`src/rtl/instr_fetch_if.sv`:
```
// Bus bundle between the fetch unit, instruction memory and decode.
// The master side belongs to the fetch unit. It drives the memory read
// request and presents the instruction register to decode.
interface instr_fetch_if #(
  parameter int ADDR_W = 19,
  parameter int DATA_W = 19
);
  // instruction-memory read channel
  logic              mem_rd_en;
  logic [ADDR_W-1:0] mem_addr;
  logic [DATA_W-1:0] mem_rd_data;
  logic              mem_rd_valid;

  // decode handshake
  logic [DATA_W-1:0] ir_out;
  logic              ir_valid;
  logic              ir_ready;

  modport master (
    output mem_rd_en, mem_addr, ir_out, ir_valid,
    input  mem_rd_data, mem_rd_valid, ir_ready
  );

  modport slave (
    input  mem_rd_en, mem_addr, ir_out, ir_valid,
    output mem_rd_data, mem_rd_valid, ir_ready
  );
endinterface

```
`src/rtl/instr_fetch_unit.sv`:
```
// Instruction fetch stage. It issues a single-beat read at the PC and
// captures the returned word into the instruction register. The word is
// handed to decode with valid/ready, and each capture pulses pc_inc so the
// PC can advance. A fetch that gets no response within TIMEOUT wait cycles
// raises a sticky error. Only flush or reset clear that error.
module instr_fetch_unit #(
  parameter int ADDR_W  = 19,
  parameter int DATA_W  = 19,
  parameter int TIMEOUT = 15   // legal range 1..255
) (
  input  logic              CLK,
  input  logic              RST_N,
  input  logic [ADDR_W-1:0] pc_addr,
  input  logic              fetch_req,
  input  logic              flush,
  instr_fetch_if.master     bus,
  output logic              pc_inc,
  output logic              fetch_busy,
  output logic              fetch_err
);

  // Counter sized to hold TIMEOUT; it saturates at its terminal value.
  localparam int              CNT_W    = $clog2(TIMEOUT + 1);
  localparam logic [CNT_W-1:0] CNT_LAST = CNT_W'(TIMEOUT - 1);

  localparam logic [2:0] S_IDLE = 3'd0;
  localparam logic [2:0] S_REQ  = 3'd1;
  localparam logic [2:0] S_WAIT = 3'd2;
  localparam logic [2:0] S_HOLD = 3'd3;
  localparam logic [2:0] S_ERR  = 3'd4;

  logic [2:0]        state_q, state_d;
  logic [CNT_W-1:0]  wait_cnt_q;
  logic              launch;     // a new read is being started this cycle
  logic              capture;    // mem_rd_data is being taken into the IR

  logic              mem_rd_en_q;
  logic [ADDR_W-1:0] mem_addr_q;
  logic [DATA_W-1:0] ir_out_q;
  logic              ir_valid_q;
  logic              pc_inc_q;
  logic              fetch_busy_q;
  logic              fetch_err_q;

  // Next-state decode. Flush overrides every state.
  always_comb begin
    // NOTE: every signal assigned here gets a default first so no path leaves it unassigned (which would infer a latch).
    state_d = state_q;
    launch  = 1'b0;
    capture = 1'b0;
    if (flush) begin
      state_d = S_IDLE;
    end else begin
      case (state_q)
        S_IDLE: begin
          // mem_rd_valid is ignored here, which drops late responses after a flush
          if (fetch_req) begin
            launch  = 1'b1;
            state_d = S_REQ;
          end
        end
        S_REQ: begin
          if (bus.mem_rd_valid) begin
            capture = 1'b1;
            state_d = S_HOLD;
          end else begin
            state_d = S_WAIT;
          end
        end
        S_WAIT: begin
          if (bus.mem_rd_valid) begin
            capture = 1'b1;
            state_d = S_HOLD;
          end else if (wait_cnt_q == CNT_LAST) begin
            state_d = S_ERR;
          end
        end
        S_HOLD: begin
          // A new fetch starts only once decode has taken the current word.
          if (bus.ir_ready) begin
            if (fetch_req) begin
              launch  = 1'b1;
              state_d = S_REQ;
            end else begin
              state_d = S_IDLE;
            end
          end
        end
        S_ERR:   state_d = S_IDLE;
        default: state_d = S_IDLE;
      endcase
    end
  end

  // State register and registered control outputs derived from the next state.
  always_ff @(posedge CLK or negedge RST_N) begin
    if (!RST_N) begin
      state_q      <= S_IDLE;
      mem_rd_en_q  <= 1'b0;
      ir_valid_q   <= 1'b0;
      pc_inc_q     <= 1'b0;
      fetch_busy_q <= 1'b0;
      fetch_err_q  <= 1'b0;
    end else begin
      // NOTE: sequential state uses non-blocking assignments so every register samples pre-edge values.
      state_q      <= state_d;
      mem_rd_en_q  <= launch;
      ir_valid_q   <= (state_d == S_HOLD);
      pc_inc_q     <= capture;
      fetch_busy_q <= (state_d != S_IDLE);
      if (flush) begin
        fetch_err_q <= 1'b0;
      end else if (state_d == S_ERR) begin
        fetch_err_q <= 1'b1;
      end
    end
  end

  // Address and instruction registers, loaded only on launch or capture.
  always_ff @(posedge CLK or negedge RST_N) begin
    if (!RST_N) begin
      // NOTE: these datapath registers are reset because they are visible outputs that must read 0 out of reset.
      mem_addr_q <= '0;
      ir_out_q   <= '0;
    end else begin
      if (launch) begin
        mem_addr_q <= pc_addr;
      end
      if (capture) begin
        ir_out_q <= bus.mem_rd_data;
      end
    end
  end

  // Wait-cycle counter. It clears in REQ and counts up in WAIT without wrapping.
  always_ff @(posedge CLK or negedge RST_N) begin
    if (!RST_N) begin
      wait_cnt_q <= '0;
    end else if (state_q == S_REQ) begin
      wait_cnt_q <= '0;
    end else if (state_q == S_WAIT && wait_cnt_q != CNT_LAST) begin
      wait_cnt_q <= wait_cnt_q + 1'b1;
    end
  end

  assign bus.mem_rd_en = mem_rd_en_q;
  assign bus.mem_addr  = mem_addr_q;
  assign bus.ir_out    = ir_out_q;
  assign bus.ir_valid  = ir_valid_q;
  assign pc_inc        = pc_inc_q;
  assign fetch_busy    = fetch_busy_q;
  assign fetch_err     = fetch_err_q;

endmodule
```
`src/flat_wrapper.sv`:
```
// flat-port wrapper written by rule: the top's interface ports become plain ports
module instr_fetch_unit_flat 
#(
  parameter int ADDR_W  = 19,
  parameter int DATA_W  = 19,
  parameter int TIMEOUT = 15                        
)
  (CLK, RST_N, pc_addr, fetch_req, flush, pc_inc, fetch_busy, fetch_err, bus_mem_rd_en, bus_mem_addr, bus_ir_out, bus_ir_valid, bus_mem_rd_data, bus_mem_rd_valid, bus_ir_ready);
  instr_fetch_if #(.ADDR_W(ADDR_W), .DATA_W(DATA_W)) bus_i ();
  input  logic CLK;
  input  logic RST_N;
  input  logic [ADDR_W-1:0] pc_addr;
  input  logic fetch_req;
  input  logic flush;
  output logic pc_inc;
  output logic fetch_busy;
  output logic fetch_err;
  output wire logic [$bits(bus_i.mem_rd_en)-1:0] bus_mem_rd_en;
  output wire logic [$bits(bus_i.mem_addr)-1:0] bus_mem_addr;
  output wire logic [$bits(bus_i.ir_out)-1:0] bus_ir_out;
  output wire logic [$bits(bus_i.ir_valid)-1:0] bus_ir_valid;
  input wire logic [$bits(bus_i.mem_rd_data)-1:0] bus_mem_rd_data;
  input wire logic [$bits(bus_i.mem_rd_valid)-1:0] bus_mem_rd_valid;
  input wire logic [$bits(bus_i.ir_ready)-1:0] bus_ir_ready;
  assign bus_mem_rd_en = bus_i.mem_rd_en;
  assign bus_mem_addr = bus_i.mem_addr;
  assign bus_ir_out = bus_i.ir_out;
  assign bus_ir_valid = bus_i.ir_valid;
  assign bus_i.mem_rd_data = bus_mem_rd_data;
  assign bus_i.mem_rd_valid = bus_mem_rd_valid;
  assign bus_i.ir_ready = bus_ir_ready;
  instr_fetch_unit #(.ADDR_W(ADDR_W), .DATA_W(DATA_W), .TIMEOUT(TIMEOUT)) u_core (.CLK(CLK), .RST_N(RST_N), .pc_addr(pc_addr), .fetch_req(fetch_req), .flush(flush), .bus(bus_i), .pc_inc(pc_inc), .fetch_busy(fetch_busy), .fetch_err(fetch_err));
endmodule
```
`config.mk`:
```
export PLATFORM = sky130hd
export DESIGN_NAME = instr_fetch_unit_flat
export DESIGN_NICKNAME = d
export VERILOG_FILES = /design/src/rtl/instr_fetch_if.sv /design/src/rtl/instr_fetch_unit.sv /design/src/flat_wrapper.sv
export SDC_FILE = /design/constraint.sdc
export NUM_CORES = 1
export LEC_CHECK = 0
export BUFFER_PORTS_ARGS = -buffer_cell sky130_fd_sc_hd__buf_2
export CORE_MARGIN = 2
export CORE_UTILIZATION = 35
export DETAILED_ROUTE_END_ITERATION = 16
export SKIP_LAST_GASP = 1
export SYNTH_ARGS = -nofsm -noshare
export SYNTH_HDL_FRONTEND = slang
export SYNTH_SLANG_ARGS = --single-unit
```
`constraint.sdc`:
```
create_clock -name CLK -period 1.7 [get_ports CLK]
set_input_delay 0.255 -clock CLK [delete_from_list [all_inputs] [get_ports CLK]]
set_output_delay 0.255 -clock CLK [all_outputs]
set_load 0.01 [all_outputs]
```
-- Yosys cells after proc, flatten, opt, wreduce, memory -nomap -nowiden
Index checks and enable logic that the tools add are counted.
- word-level logic and storage cells: 42
- flip-flop bits (word level): 50
- reduce and logical (&&, ||, !) cells: 6
- mux-type cells: 19
- $add $sub $neg: 1
- equal/unequal tests: 7
- operators by type and width (kind ; number):
    $mux 3 ; 5
    $pmux 3 s4 ; 1
    $mux 1 ; 10
    $eq 3x2->1 const B ; 3
    $mux 4 ; 2
    $add 4x1->4 const B ; 1
    $eq 4x4->1 const B ; 1
    $ne 4x4->1 const B ; 1
    $reduce_bool 2->1 ; 2
    $eq 3x1->1 const B ; 1
    $eq 3x3->1 const B ; 1
    $logic_not 3->1 ; 1
    $reduce_bool 3->1 ; 1
    $pmux 1 s2 ; 1
    $reduce_or 2->1 ; 1
    $logic_and 1x1->1 ; 1

-- Depth between registers and ports, before layout
Gate-level depths: netlist of run 1.
- depth after elaboration: 8
- depth in mapped cells: 5
- mapped depth without buffers: 5

-- Worst setup path after synthesis of run 1
No wires, ideal clock.
- kind: register to register
- start point: register u_core.state_q[0]
- end point: register u_core.mem_addr_q[10], in the netlist u_core.bus.mem_addr[10]
- path buffers: 2
- arrival: 1331 ps
- setup slack: 245 ps
- setup time: 125 ps
- period minus slack after synthesis: 1455 ps
- required time: 1575 ps
- stages on the path, launching flop included: 6
- cells stage by stage: dfrtp_1 -> buf_6 -> and3_2 -> o21ai_2 -> buf_6 -> mux2_2
- word-level cells in the longest chain between the ends: 3
- elaborated cells on any way between the ends: 4
- ends and longest elaborated chain (what ; RTL line ; text):
    start: declaration ; instr_fetch_unit.sv:32 ; logic [2:0] state_q, state_d;
    start signal: assignment ; instr_fetch_unit.sv:106 ; state_q <= state_d;
    $eq 3x2->1 / $logic_not 3->1 (equally long branches) ; instr_fetch_unit.sv:54 ; case (state_q)
    $pmux 1 s2 (*) ; instr_fetch_unit.sv:54 ;
    $mux 1 (*) ; instr_fetch_unit.sv:51 ; if (flush) begin
    end signal: assignment ; instr_fetch_unit.sv:127 ; mem_addr_q <= pc_addr;
    end: declaration ; instr_fetch_unit.sv:38 ; logic [ADDR_W-1:0] mem_addr_q;
Every way passes the cells marked *; elsewhere a longest branch is shown, timed or not.
A chain may end at the register's enable or synchronous reset.

-- Worst setup path in the final report of run 1
- start point: register u_core.state_q[1]
- end point: register u_core.mem_addr_q[8], in the netlist u_core.bus.mem_addr[8]
The elaborated chain is that of the path after synthesis.

==> results.md, run 1 <==
- #FFs+latches synth: 50
- Mapped Nets: 187
- Data required time of the worst path: around 1.9 ns
- Core area: ~0.0056 sq mm
- CP Max Fanout: 20
- ANT nets after route: 0
- Final Hold Viols: 0
- N_diodes: 0
- Synth area leader: dfrtp_1
- Layout Nets: 280
- Die area: 0.00651 sq mm
- GRT Util Overall: 12.4%
- Initial DRC count: 7
- Largest family of logic cells by synthesized area: multiplexers
- Most common cell in the netlist: dfrtp_1
- RR Endpoint: u_core.bus.mem_addr[8]
- Cells after synthesis: 141
- TritonRoute pass-1 iters: 4
- EDFF count, synth: 0
- Family with the most delay on the worst path: flip-flops
- Area grow syn2layout: 29.6%
- R2R depth: 4
- Post-synthesis mux area share: 23.5%
- Clock root buffer: clkbuf_8
- Peak VDD IR: 699 uV
- Maximum number of pins on one net before global-route repair: 51
- Std cell rows: 27
- Worst-skew pair later-pin latency: 0.30 ns
- XOR/XNOR Fraction of Synth Area: 0.425%
- Crit path buffers/inverters: 1
- FFs w/ async S/R, synth: 100%
- Critical path class: flop to flop
- Detailed Route WL: 3890 um
- Initial antenna violation count: 0
- DRC: 0
- Critical Path Sink Type: flop
- Vias in the first global route: 1316
- PortBufs: 86
- Cts bufs inserted: 5
- Synthesized area: about 0.0021 sq mm
- Reg2reg start: u_core.state_q[1]
- Final min period: approximately 1.5 ns
- GP Congestion: 0.767
- Clock Skew: between 0.008 and 0.009 ns
- Netlist cell types: 30
- Least-Margin Pin Slew: between 0.6 and 0.7 ns
- Mean post-synth cell area: roughly 15 sq um
- Adder-Cell Fraction of Synth Area: approximately 1.2%
- Status: finished clean
- Cts hold-fix bufs: 0
- Ys Warns: 0
- Worst slack, placed: 0.206 ns
- Post-CTS sizing: 0
- Slew Viols, Final: 0
- Total clock sinks: 50
- Worst path cell trace: and3_2, o21ai_2, buf_12, mux2_2
- Power Density: 1290 mW/mm^2
- Starting Density: 36.7%
- Vias per cell: 4.56
- First-pass GRT wire length: 6090 um
- Max Cap Violations: 0
- Fin Setup TNS: 0 ns
- RSZ-0062 raised after global routing: no
- I/O pins: 87
- Start point of the critical path: u_core.state_q[1]
- Crit path largest cell delay: 0.46 ns
- Die X: 80.7 um
- Rel. slew slack: approximately three fifths
- Leakage power: 1.37 nW
- Top FF cell, synth: dfrtp_1
- Maximum root-to-sink buffer count: 2
- Post-synth top cells: dfrtp_1, mux2_2, inv_1, nand2_1
- DR vias: 1401
- Final Cycle Share: 88.4%
- Final worst slack: 0.198 ns
- Compound-cell area share of the yosys netlist: under 10%
- Worst hold path class: input port to asynchronous set/reset pin
- Reg2Reg Setup Slack: 0.20 ns
- Dpl hpwl: 2830 um
- Worst path slowest cell: dfrtp_1
- CTS tree: built
- Die Span Y: 80.7 um
- CTS H-tree lvls: 2
- # setup viols final: 0
- Post-synth top area share: 60.8%
- Sequential area share after synthesis: 60.8%
- Top post-synthesis cells by area: dfrtp_1, mux2_2, buf_6
- Total grt overflow: 0
- Startpoint Class: flop
- CTS clock-pin slew for the worst setup and hold paths: around 0.090 ns
- Simple-gate share of the synthesized area: 7.84%
- Drt wl/cell: ~13 um
- Post-CTS Setup Bufs: 0
- Share of cells above drive strength 1: 62.1%
- Fmax: 666 MHz
- Critical path arrival: 1.69 ns
==> power breakdown <==
| group | internal, W | switching (W) |
|---|---|---|
| Combinational | 0.000557 | 0.000474 |
| Clock | 0.000327 | 0.000378 |
| Sequential | 0.00153 | 0.000164 |
| Total | 0.00242 | 0.00102 |
==> final cells by class <==
cell class	instances	area (sq um)
Inverter	6	22.5
Tap cell	72	90.1
Fill cell	524	2940
Sequential cell	50	1250
Multi-Input combinational cell	79	722
Clock inverter	2	12.5
Clock buffer	6	82.6
Timing Repair Buffer	92	488
==> worst max-delay path by stage <==
stage               cells past startpoint  slack (ns)                      end
floorplan                               5        0.24  u_core.bus.mem_addr[10]
finish                                  4        0.20   u_core.bus.mem_addr[8]
global route                            4        0.13  u_core.bus.mem_addr[12]
global placement                        4        0.20  u_core.bus.mem_addr[16]
detailed placement                      4        0.21   u_core.bus.mem_addr[8]
CTS                                     4        0.19   u_core.bus.mem_addr[1]
==> stage by stage <==
step                      power (W)  utilization [%]  cell area (sq um)  hold WS, ns  std cells
after floorplan             0.00230                -               2060      -0.0406        141
after global placement      0.00275             45.9               2570        0.407        299
after detailed placement    0.00277             45.9               2570        0.401        299
after CTS                   0.00349             47.6               2670       0.0703        307
after global routing        0.00368             47.6               2670       0.0942        307
final                       0.00343             47.6               2670       0.0468        307
==> flip-flops by register name, indices dropped and copies added, names as in the netlist <==
name                  count
u_core.fetch_busy         1
u_core.bus.ir_valid       1
u_core.wait_cnt_q         4
u_core.state_q            3
u_core.bus.mem_addr      19
u_core.bus.mem_rd_en      1
u_core.pc_inc             1
u_core.bus.ir_out        19
u_core.fetch_err          1
==> cells by family (layout without fill, tap and decap cells) <==
group / after synthesis / after routing
compound gates: 6 / 6
xor+xnor: 1 / 1
fa+ha+maj: 2 / 2
buf+inv: 12 / 106
flops: 50 / 50
mux: 43 / 43
simple gates: 27 / 27
==> layout by cell type, fill, tap and decap left out, types with 2 or more instances in the layout <==
master	count
buf_2	86
dfrtp_1	50
mux2_2	37
inv_1	6
nand2_1	6
clkbuf_8	6
nor2_1	5
buf_4	5
nand3_1	4
mux2i_1	4
or2_2	2
ha_1	2
==> metal layers <==
metal  track usage [%]  part of all wire [%]
met4              6.61                   2.0
met5                 0                     0
met3              3.37                   9.1
met2              19.1                    44
met1              15.9                    45
(Power assumes the default switching activity.)
==> inputs of run 2 (changes only) <==
--- a/config.mk
+++ b/config.mk
@@ -5,7 +5,7 @@
 export SDC_FILE = /design/constraint.sdc
 export NUM_CORES = 1
 export LEC_CHECK = 0
-export BUFFER_PORTS_ARGS = -buffer_cell sky130_fd_sc_hd__buf_2
+export BUFFER_PORTS_ARGS = -buffer_cell sky130_fd_sc_hd__buf_4
 export CORE_MARGIN = 2
 export CORE_UTILIZATION = 35
 export DETAILED_ROUTE_END_ITERATION = 16
==> run 2 against run 1 <==
Against the previous run: fmax down 1.5%; first-iteration DRC count rose to 4.9 times the previous value; power up 9.6%; critical endpoint is now u_core.bus.mem_addr[2].
==> results.md, run 2 (synthesized netlist as in run 1, its figures left out) <==
- CP Max Fanout: 20 (unchanged)
- Clock power share: 21.4% (+0.8 points)
- Worst path slowest cell: dfrtp_1
- Core area: 0.00561 sq mm (unchanged)
- Sequential power share: 45.8% (-3.6 points)
- Critical path arrival: 1.71 ns (+0.02 ns)
- N_diodes: 0 (unchanged)
- Worst hold path class: input port to flop
- Worst-skew pair later-pin latency: 0.29 ns (about the same)
- Detailed Route WL: 4170 um (+7.3%)
- Total clock sinks: 50 (unchanged)
- PortBufs: 86 (unchanged)
- CTS clock-pin slew for the worst setup and hold paths: 0.09 ns (about the same)
- Die X: 80.7 um (unchanged)
- Final min period: 1.52 ns (+0.0222 ns)
- Vias in the first global route: 1415 (+7.5%)
- Share of cells above drive strength 1: 61.5% (-0.59 points)
- Fmax: 656 MHz (-1.5%)
- ANT nets after route: 0 (unchanged)
- Slew Viols, Final: 0 (unchanged)
- DRC: 0 (unchanged)
- Critical path class: flop to flop
- Drt wl/cell: 13.6 um (+7.7%)
- Worst path cell trace: and3_2, o21ai_2, buf_12, mux2_2
- Clock root buffer: clkbuf_8
- Initial DRC count: 34 (+27)
- Die Span Y: 80.7 um (unchanged)
- First-pass GRT wire length: 6490 um (+6.7%)
- # setup viols final: 0 (unchanged)
- Cts bufs inserted: 5 (unchanged)
- Area grow syn2layout: 41.1%
- Final Hold Viols: 0 (unchanged)
- GRT Util Overall: 13.2% (+0.80 points)
- Fill cells: 524 (unchanged)
- DR vias: 1433 (+2.3%)
- Initial antenna violation count: 0 (unchanged)
- GP Congestion: 0.719 (-6.2%)
- TritonRoute pass-1 iters: 4 (unchanged)
- Critical Path Sink Type: flop
- Maximum number of pins on one net before global-route repair: 51 (unchanged)
- Final hold slack: 0.129 ns (+0.0823 ns)
- Crit path largest cell delay: 0.47 ns (about the same)
- Logic pwr share: 32.8% (+2.8 points)
- Std cell rows: 27 (unchanged)
- Clock Skew: 0.00603 ns (-0.00275 ns)
- Switching portion of total power: 27.7% (-1.9 points)
- Starting Density: 36.7% (unchanged)
- Leakage power: 1.45 nW (+5.9%)
- Final Cycle Share: 89.7% (+1.3 points)
- Least-Margin Pin Slew: 0.623 ns (+0.00342 ns)
- Dpl hpwl: 3080 um (+8.7%)
- Vias per cell: 4.68 (+2.6%)
- Family with the most delay on the worst path: flip-flops
- Crit path buffers/inverters: 1 (unchanged)
- Post-CTS sizing: 0 (unchanged)
- Data required time of the worst path: 1.88 ns (about the same)
- Status: finished clean
- Internal power: 0.00272 W (+13%)
- Max Cap Violations: 0 (unchanged)
- CTS tree: built
- Power Density: 1290 mW/mm^2 (+0.70%)
- Rel. slew slack: 58.4% (-0.23 points)
- I/O pins: 87 (unchanged)
- CTS H-tree lvls: 2 (unchanged)
- Peak VDD IR: 626 uV (-10%)
- Layout Nets: 279 (-0.36%)
- Startpoint Class: flop
- Fin Setup TNS: 0 ns (unchanged)
- Commonest cells after routing, fill and taps aside: buf_4, dfrtp_1, mux2_2, inv_1, nand2_1
- Commonest non-fill, non-tap cell in the layout: buf_4
- Total grt overflow: 0 (unchanged)
- RSZ-0062 raised after global routing: no
- Sw Pwr: 0.00104 W (+2.7%)
- Maximum root-to-sink buffer count: 2 (unchanged)
- Die area: 0.00651 sq mm (unchanged)
## run 2: final timing paths
check / start / to / slack, ns / cells after the start
setup / recovery: u_core.state_q[1] / u_core.bus.mem_addr[2] / 0.18 / 4
hold / removal: flush / u_core.fetch_err / 0.13 / 2
setup reg to reg: u_core.state_q[1] / u_core.bus.mem_addr[2] / 0.18 / 4
hold reg to reg: u_core.bus.mem_addr[13] / u_core.bus.mem_addr[13] / 0.50 / 1
max in group asynchronous: RST_N / u_core.state_q[1] / 0.77 / 2
min in group asynchronous: RST_N / u_core.bus.ir_out[0] / 0.52 / 2
## run 2: per-layer routing
| layer | vias to the layer above | track usage (%) | wire (um) |
|---|---|---|---|
| met5 | - | 0 | 0 |
| li1 | 671 | - | - |
| met4 | 0 | 5.76 | 68 |
| met1 | 689 | 15.6 | 1750 |
| met3 | 6 | 4.49 | 438 |
| met2 | 67 | 21.8 | 1910 |
## run 2: per-stage QoR
| step | setup WS, ns | total power (W) | util (%) | cell area [sq um] | std cells |
|---|---|---|---|---|---|
| 5_1_grt | 0.104 | 0.00402 | 51.8 | 2910 | 306 |
| 6_report | 0.176 | 0.00376 | 51.8 | 2910 | 306 |
| 2_1_floorplan | 0.245 | 0.00230 | - | 2060 | 141 |
| 3_3_place_gp | 0.207 | 0.00297 | 49.7 | 2790 | 297 |
| 4_1_cts | 0.165 | 0.00383 | 51.8 | 2910 | 306 |
| 3_5_place_dp | 0.181 | 0.00301 | 49.7 | 2790 | 297 |
## run 2: worst reg2reg max path: cells and delay by family (launching register included)
kind / cells / cell delay (ns)
multiplexers: 1 / 0.35
flip-flops: 1 / 0.47
AO/OA/AOI/OAI: 1 / 0.18
buffers and inverters: 1 / 0.19
AND/OR/NAND/NOR: 1 / 0.23
## run 2: final cells by class
| cell class | instances | area [sq um] | area share, % |
|---|---|---|---|
| timing repair buffer | 91 | 711 | 24.5 |
| clock inverter | 3 | 40.0 | 1.38 |
| clock buffer | 5 | 68.8 | 2.37 |
| multi-input combinational | 79 | 722 | 24.8 |
| sequential | 50 | 1250 | 43.1 |
| tap | 72 | 90.1 | 3.10 |
| inverter | 6 | 22.5 | 0.775 |
## run 2: timing repair
action | 4_1_cts | 5_1_grt
hold buffers | 1 | 0
endpoints found under the setup margin | 0 | 0
buffers inserted | 0 | 0
endpoints found under the hold margin | 27 | 0
## run 2: power by group through the flow
stage | sequential, W | combinational, W | clock (W)
floorplan | 0.00188 | 0.000427 | 0
global placement | 0.00173 | 0.00124 | 0
detailed placement | 0.00175 | 0.00126 | 0
CTS | 0.00172 | 0.00126 | 0.000844
global route | 0.00177 | 0.00136 | 0.000895
finish | 0.00172 | 0.00124 | 0.000805
==> inputs of run 3 (changes only) <==
==> constraint.sdc (replaced) <==
create_clock -name CLK -period 1.7 [get_ports CLK]
set_input_delay 0.34 -clock CLK [delete_from_list [all_inputs] [get_ports CLK]]
set_output_delay 0.34 -clock CLK [all_outputs]
set_load 0.01 [all_outputs]
==> run 3 against run 2 <==
Against the previous run: global-route usage is 0.20 points lower; worst setup slack worse by 0.025 ns; power rose by 5.2%; cell area increased by 0.65%; clock power increased by 25%; wire length down 1.0%; sequential power about the same; flip-flop and latch count unchanged; largest cell class unchanged; critical endpoint is now u_core.bus.mem_addr[12].
==> results.md, run 3 (synthesized netlist as in run 1, its figures left out) <==
- Status: finished clean
- Critical path arrival: 1.73 ns (+0.02 ns)
- Peak VDD IR: 664 uV (+6.0%)
- Critical path class: flop to flop
- Post-CTS sizing: 0 (unchanged)
- Final worst slack: 0.150 ns (-0.0254 ns)
- Clock Skew: 0.00417 ns (-0.00186 ns)
- Max Cap Violations: 0 (unchanged)
- Die Span Y: 80.7 um (unchanged)
- Final min period: 1.55 ns (+0.0254 ns)
- Total clock sinks: 50 (unchanged)
- TritonRoute pass-1 iters: 2 (-2)
- Worst path slowest cell: dfrtp_1
- Start point of the critical path: u_core.state_q[1]
- Post-CTS Setup Bufs: 0 (unchanged)
- N_diodes: 0 (unchanged)
- Leakage power: 1.46 nW (+0.51%)
- RR Endpoint: u_core.bus.mem_addr[12]
- Total grt overflow: 0 (unchanged)
- PortBufs: 86 (unchanged)
- GRT Util Overall: 13.0% (-0.20 points)
- Vias in the first global route: 1405 (-0.71%)
- ANT nets after route: 0 (unchanged)
- Std cell rows: 27 (unchanged)
- I/O pins: 87 (unchanged)
- Commonest non-fill, non-tap cell in the layout: buf_4
- Data required time of the worst path: 1.88 ns (about the same)
- Family with the most delay on the worst path: flip-flops
- CTS tree: built
- Crit path largest cell delay: 0.48 ns (about the same)
- Fmax: 645 MHz (-1.6%)
- Worst hold path class: input port to asynchronous set/reset pin
- Cts hold-fix bufs: 0 (-1)
- Die area: 0.00651 sq mm (unchanged)
- Startpoint Class: flop
- Overall power: 0.00396 W (+5.2%)
- CTS H-tree lvls: 2 (unchanged)
- First-pass GRT wire length: 6430 um (-0.96%)
- Dpl hpwl: 3120 um (+1.3%)
- Area grow syn2layout: 42.0%
- Final Cell Area: 0.00292 sq mm (+0.65%)
- Share of cells above drive strength 1: 62.0% (+0.43 points)
- RSZ-0062 raised after global routing: no
- Least-Margin Pin Slew: 0.611 ns (-0.0121 ns)
- Initial antenna violation count: 0 (unchanged)
- Cts bufs inserted: 5 (unchanged)
- Maximum number of pins on one net before global-route repair: 51 (unchanged)
- Final Cycle Share: 91.2% (+1.5 points)
- Crit path buffers/inverters: 1 (unchanged)
- CP Max Fanout: 20 (unchanged)
- Drt wl/cell: 13.5 um (-1.0%)
- Dpl cell area: 0.00278 sq mm (-0.18%)
- Fin Setup TNS: 0 ns (unchanged)
- Core area: 0.00561 sq mm (unchanged)
- GP Congestion: 0.719 (about the same)
- # setup viols final: 0 (unchanged)
- Worst slack, placed: 0.158 ns (-0.0234 ns)
- Power Density: 1350 mW/mm^2 (+4.5%)
- Initial DRC count: 52 (+53%)
- Reg2reg start: u_core.state_q[1]
- Worst-skew pair later-pin latency: 0.30 ns (about the same)
- Critical Path Sink Type: flop
- Final hold slack: 0.0505 ns (-0.0786 ns)
- CTS clock-pin slew for the worst setup and hold paths: 0.09 ns (about the same)
- DR vias: 1416 (-1.2%)
- WP depth: 4 (unchanged)
- Maximum root-to-sink buffer count: 2 (unchanged)
- Layout Nets: 279 (unchanged)
- Commonest cells after routing, fill and taps aside: buf_4, dfrtp_1, mux2_2
- Detailed Route WL: 4130 um (-1.0%)
- Final Hold Viols: 0 (unchanged)
- Rel. slew slack: 59.3% (+0.81 points)
- Clock root buffer: clkbuf_8
- Die X: 80.7 um (unchanged)
- R2R depth: 4 (unchanged)
- Reg2Reg Setup Slack: 0.15 ns (-0.03 ns)
- Slew Viols, Final: 0 (unchanged)
- Worst path cell trace: and3_2, o21ai_2, buf_12, mux2_2
- DRC: 0 (unchanged)
- Vias per cell: 4.63 (-1.2%)
- Starting Density: 36.7% (unchanged)
- Critical path endpoint: u_core.bus.mem_addr[12]
run 3: cell count changes in the layout (fill, tap and decap cells not counted):
cell           before  now
bufinv_16           1    2
buf_4              88   90
clkbuf_8            5    6
clkinv_2            2    0
buf_12              2    1
dlygate4sd3_1       1    0
run 3: worst min path at each step:
stage / startpoint / endpoint / slack, ns / cells past startpoint
2_1_floorplan: RST_N / u_core.bus.ir_out[0] / 0.04 / 0
4_1_cts: RST_N / u_core.bus.ir_out[2] / 0.07 / 1
3_5_place_dp: RST_N / u_core.bus.ir_out[2] / 0.41 / 1
5_1_grt: RST_N / u_core.bus.ir_out[0] / 0.09 / 1
3_3_place_gp: RST_N / u_core.bus.ir_out[2] / 0.41 / 1
6_report: RST_N / u_core.fetch_busy / 0.05 / 1
run 3: area by class of cell:
class / instances / area [sq um]
fillers: 524 / 2680
flip-flops and latches: 50 / 1250
multi-input cells: 79 / 722
repair buffers: 91 / 696
well taps: 72 / 90.1
clock buffers: 6 / 82.6
clock inverters: 2 / 60.1
inverters: 6 / 22.5
run 3: where the power goes:
part | internal, W | total, W | leakage [nW] | switching [W]
Combinational | 0.000749 | 0.00123 | 0.776 | 0.000480
Clock | 0.000627 | 0.00101 | 0.0714 | 0.000381
Sequential | 0.00153 | 0.00172 | 0.610 | 0.000185
Total | 0.00291 | 0.00396 | 1.46 | 0.00105
run 3: metrics by stage:
stage | util, % | instances
floorplan | - | 141
global placement | 49.6 | 298
global route | 52.1 | 306
finish | 52.1 | 306
detailed placement | 49.6 | 298
CTS | 52.1 | 306
run 3: per-layer routing:
layer | GRT usage [%] | wire length (um)
met1 | 15.6 | 1730
met2 | 21.5 | 1900
met3 | 4.16 | 427
met4 | 5.59 | 75
met5 | 0 | 0
